**config.mk**
```make
export PLATFORM = sky130hd
export DESIGN_NAME = ft8_symbol_sequencer
export DESIGN_NICKNAME = d
export VERILOG_FILES = /design/src/rtl/ft8_symbol_sequencer.sv
export SDC_FILE = /design/constraint.sdc
export NUM_CORES = 1
export LEC_CHECK = 0
export CORE_UTILIZATION = 52
export CTS_BUF_LIST = sky130_fd_sc_hd__clkbuf_4 sky130_fd_sc_hd__clkbuf_8 sky130_fd_sc_hd__clkbuf_16
export CTS_CLUSTER_DIAMETER = 50
export CTS_CLUSTER_SIZE = 12
export DETAILED_ROUTE_END_ITERATION = 8
export MAX_ROUTING_LAYER = met4
export PLACE_DENSITY = 0.78
export SLEW_MARGIN = 20
export SYNTH_ARGS = -nofsm -noshare
export SYNTH_HDL_FRONTEND = slang
export SYNTH_SLANG_ARGS = --single-unit
```
**constraint.sdc**
```tcl
create_clock -name clk -period 9.3 [get_ports clk]
set_input_delay 2.79 -clock clk [delete_from_list [all_inputs] [get_ports clk]]
set_output_delay 2.79 -clock clk [all_outputs]
set_load 0.01 [all_outputs]
```
**src/rtl/ft8_symbol_sequencer.sv**
```systemverilog
// FT8 symbol sequencer: 174-bit LDPC codeword -> 79 tones with Costas sync.
// Config macro FT8_GRAY_MAP_EN: defined = Gray-mapped data tones, else binary.
module ft8_symbol_sequencer #(
    parameter int SAMPLES_PER_SYMBOL = 1920
) (
    input  logic         clk,
    input  logic         reset,
    input  logic [173:0] cw_data,
    input  logic         cw_valid,
    output logic         cw_ready,
    input  logic         sample_en,
    input  logic         abort,
    output logic [2:0]   tone,
    output logic         tone_valid,
    output logic [6:0]   symbol_idx,
    output logic         done
);

    localparam int CW = $clog2(SAMPLES_PER_SYMBOL);
    localparam logic [CW-1:0] CNT_LAST = CW'(SAMPLES_PER_SYMBOL - 1);

    typedef enum logic [1:0] {
        S_IDLE,
        S_SEND,
        S_DONE
    } state_t;

    state_t         state_q, state_d;
    logic [173:0]   sr_q, sr_d;
    logic [CW-1:0]  cnt_q, cnt_d;
    logic [6:0]     sym_q, sym_d;
    logic [2:0]     tone_q, tone_d;

    logic [6:0]     sym_next;
    logic [173:0]   sr_shift;

    function automatic logic is_sync(input logic [6:0] n);
        return (n < 7'd7) || ((n >= 7'd36) && (n <= 7'd42)) || (n >= 7'd72);
    endfunction

    function automatic logic [2:0] costas(input logic [6:0] n);
        logic [2:0] off;
        if (n < 7'd7)
            off = 3'(n);
        else if (n < 7'd43)
            off = 3'(n - 7'd36);
        else
            off = 3'(n - 7'd72);
        unique case (off)
            3'd0:    return 3'd3;
            3'd1:    return 3'd1;
            3'd2:    return 3'd4;
            3'd3:    return 3'd0;
            3'd4:    return 3'd6;
            3'd5:    return 3'd5;
            default: return 3'd2;
        endcase
    endfunction

    function automatic logic [2:0] data_tone(input logic [2:0] v);
`ifdef FT8_GRAY_MAP_EN
        unique case (v)
            3'd0:    return 3'd0;
            3'd1:    return 3'd1;
            3'd2:    return 3'd3;
            3'd3:    return 3'd2;
            3'd4:    return 3'd5;
            3'd5:    return 3'd6;
            3'd6:    return 3'd4;
            default: return 3'd7;
        endcase
`else
        return v;
`endif
    endfunction

    // State and datapath registers, cleared asynchronously
    always_ff @(posedge clk or posedge reset) begin
        if (reset) begin
            state_q <= S_IDLE;
            sr_q    <= '0;
            cnt_q   <= '0;
            sym_q   <= '0;
            tone_q  <= '0;
        end else begin
            state_q <= state_d;
            sr_q    <= sr_d;
            cnt_q   <= cnt_d;
            sym_q   <= sym_d;
            tone_q  <= tone_d;
        end
    end

    // Next state: accept, per-tick counting, symbol advance, abort
    always_comb begin
        state_d  = state_q;
        sr_d     = sr_q;
        cnt_d    = cnt_q;
        sym_d    = sym_q;
        tone_d   = tone_q;
        sym_next = sym_q + 7'd1;
        // Only data symbols consume bits, so sync symbols leave sr alone
        sr_shift = is_sync(sym_q) ? sr_q : {sr_q[170:0], 3'b000};

        unique case (state_q)
            S_IDLE: begin
                if (cw_valid && !abort) begin
                    state_d = S_SEND;
                    sr_d    = cw_data;
                    cnt_d   = '0;
                    sym_d   = '0;
                    tone_d  = costas(7'd0);
                end
            end
            S_SEND: begin
                if (abort) begin
                    state_d = S_IDLE;
                    sr_d    = '0;
                    cnt_d   = '0;
                    sym_d   = '0;
                    tone_d  = '0;
                end else if (sample_en) begin
                    if (cnt_q == CNT_LAST) begin
                        cnt_d = '0;
                        if (sym_q == 7'd78) begin
                            state_d = S_DONE;
                            sr_d    = '0;
                            sym_d   = '0;
                            tone_d  = '0;
                        end else begin
                            sym_d = sym_next;
                            sr_d  = sr_shift;
                            if (is_sync(sym_next))
                                tone_d = costas(sym_next);
                            else
                                tone_d = data_tone(sr_shift[173:171]);
                        end
                    end else begin
                        cnt_d = cnt_q + CW'(1);
                    end
                end
            end
            S_DONE: begin
                state_d = S_IDLE;
            end
            default: begin
                state_d = S_IDLE;
            end
        endcase
    end

    assign cw_ready   = (state_q == S_IDLE);
    assign tone_valid = (state_q == S_SEND);
    assign done       = (state_q == S_DONE);
    assign tone       = tone_q;
    assign symbol_idx = sym_q;

endmodule

```
==> reports/metrics.cfg <==
[status]
status = finished clean

[routing]
wirelength_met1_um = 10200
routed.top_layer = met4
first_pass_iters = 7
initialDrtViolationCount = 624
antenna_left = 0
wl_per_cell_um = 16.6
dr_wl_met3_um = 1490
dr_wl_met2_um = 10600
dr_total_vias = 7839
wl_um = 22500
drcViolationCount = 0
via_per_inst = 5.76

[critical_path]
startpoint_type = primary input
crit_path_top_delay_cell = nor2_2
cp-end-kind = register
worstPathArrival_ps = 5880
cp_max_fo = 96
worstPathRequired_ps = 9590
reg2reg_depth = 10
max_stage_delay_ps = 690
crit_type = in2reg
path_cells = clkdlybuf4s50_1, or3b_4, a21o_1, nor2_2, o21ai_4, buf_16, buf_4, nand2_1, o21ai_1

[synthesis]
syn_area_per_cell_um2 = 9.47
synthTopCellsByCount = 205 x nand2_1, 197 x dfrtp_1, 173 x a22oi_1, 109 x o21ai_0, 85 x o21ai_1
synthTopCellsByArea = dfrtp_1 52%, a22oi_1 14%, nand2_1 8.2%, o21ai_0 5.8%, o21ai_1 4.5%
synth_ff_type = dfrtp_1
yosysSeqAreaShare = 0.524
postSynthCellCount = 994
yosysWarnings = 0
synth.most_common_cell = nand2_1
synth-edff-count = 0
syn_nets = 1178
synth.top_cell.area_share = 0.524
syn-cell-area_mm2 = 0.00941
synth_top_area_cell = dfrtp_1
ys_ff_latch = 197
ys_types = 67
async_flop_share = 1.00

[floorplanning]
die_w_um = 137
core_area_mm2 = 0.0175
dieArea_mm2 = 0.0186
num_rows = 48
io_pins = 192
die_h_um = 137
initial_utilization = 0.539

[placed_design]
dp_cells = 1326
gp_congestion = 0.894
place_area_mm2 = 0.0112
pre_cts_ws_ps = 3240
hpwlAfterDp_um = 14200
io_buffers = 191

[sta]
setup_slack_ps = 3710
max_slew_margin = 0.322
fmaxAchievable_ghz = 0.179
finClkSkew_ps = 12.9
worst_pin_slew_ps = 1020
rsz0062_at_grt = false
post-route-period-util = 0.601
timing_hold_violations_final = 0
min_period_ps = 5590
setup_viol = 0
report.final.slew_viol_count = 0
setup_tns_ps = 0

[layout]
fin_area_mm2 = 0.0119
syn2layout_area_growth_pct = 26.1
final_cells = 1361
finalNetCount = 1305
drive_gt1_frac = 0.0538

[clock_network]
clk_pin_slew_ps = 70
cts_tree = yes
post-cts-setup-buffers = 0
cts_htree_levels = 4
cts.path.max_buffers = 2
postCtsHoldBufs = 0
cts_resized = 0
cts_inserted_buffers = 17
clk-insertion-delay-late_ps = 440
cts.sinks = 197
clock-root-buffer = clkbuf_16

[power]
ir_drop_uv = 159
power_mw = 3.15
p_per_area_mw_per_mm2 = 265
p_leak_nw = 4.86

[job]
max-cap-violations = 0

[grt]
grt_pass1_wl_um = 36900
track_usage = 0.260
grt_pass1_vias = 7480
grt_max_degree = 196
antenna_found_initial = 1
overflow = 0

[min_path]
whs_path_depth = 2
hp-class = reg2reg

## cells in the final DEF, fill, tap and decap left out, types with 6 or more instances in the layout
| master | netlist | routed |
|---|---|---|
| nand3_1 | 12 | 12 |
| a21oi_1 | 8 | 8 |
| dfrtp_1 | 197 | 197 |
| clkdlybuf4s50_1 | 0 | 191 |
| o21ai_0 | 109 | 109 |
| a22oi_1 | 173 | 173 |
| nand2_1 | 205 | 205 |
| clkbuf_16 | 0 | 17 |
| o21ai_1 | 85 | 85 |
| xor2_1 | 6 | 6 |
| nor2_1 | 13 | 13 |
## final cells by class
cell class              instances  area (um^2)
fillers                      1402         5610
flip-flops and latches        197         4930
multi-input cells             701         3990
repair buffers                198         2000
clock buffers                  20          467
well taps                     225          282
clock inverters                12          165
inverters                       6         31.3
diodes                          2         5.00
## per-layer routing
metal  GRT usage  vias up
li1            -     3855
met5           -        -
met1       0.357     3763
met2       0.381      199
met4      0.0735        0
met3      0.0656       22
## worst paths after layout
path                                 start   endpoint  slack, ps
worst max register to register  state_q[1]   sr_q[89]       5440
worst max-delay path                 abort   sr_q[89]       3710
worst min register to register   sr_q[158]  sr_q[158]        480
min in group asynchronous            reset   sr_q[90]       2970
max in group asynchronous            reset  sr_q[158]       5030
worst min-delay path             sr_q[158]  sr_q[158]        480
## worst max-delay path: cells and delay by family
kind / cells / cell delay [ps]
buffers and inverters: 3 / 1080
and+or+nand+nor: 3 / 1260
AOI/OAI and AO/OA: 3 / 700
## flip-flops by register name (all words and copies together), names as in the netlist
register	cells
state_q	2
tone	3
symbol_idx	7
cnt_q	11
sr_q	174
## where the power goes
| part | switching (mW) | internal, mW | leakage [nW] |
|---|---|---|---|
| registers | 0.183 | 1.17 | 2.56 |
| clock network | 0.331 | 0.450 | 0.306 |
| logic | 0.611 | 0.405 | 2.00 |
| total | 1.12 | 2.03 | 4.86 |
## per-stage QoR
step	utilization	hold slack (ps)
global placement	0.641	456
detailed placement	0.641	466
global route	0.679	499
finish	0.679	478
floorplan	-	438
CTS	0.677	482
## cell families after synthesis
kind of cell / share of synthesized area
compound gates: 0.277
xor+xnor: 0.0102
fa+ha+maj: 0.00665
buf+inv: 0.0522
flops: 0.524
mux: 0.00572
simple gates: 0.125
Power figures use the tool's default switching activity.
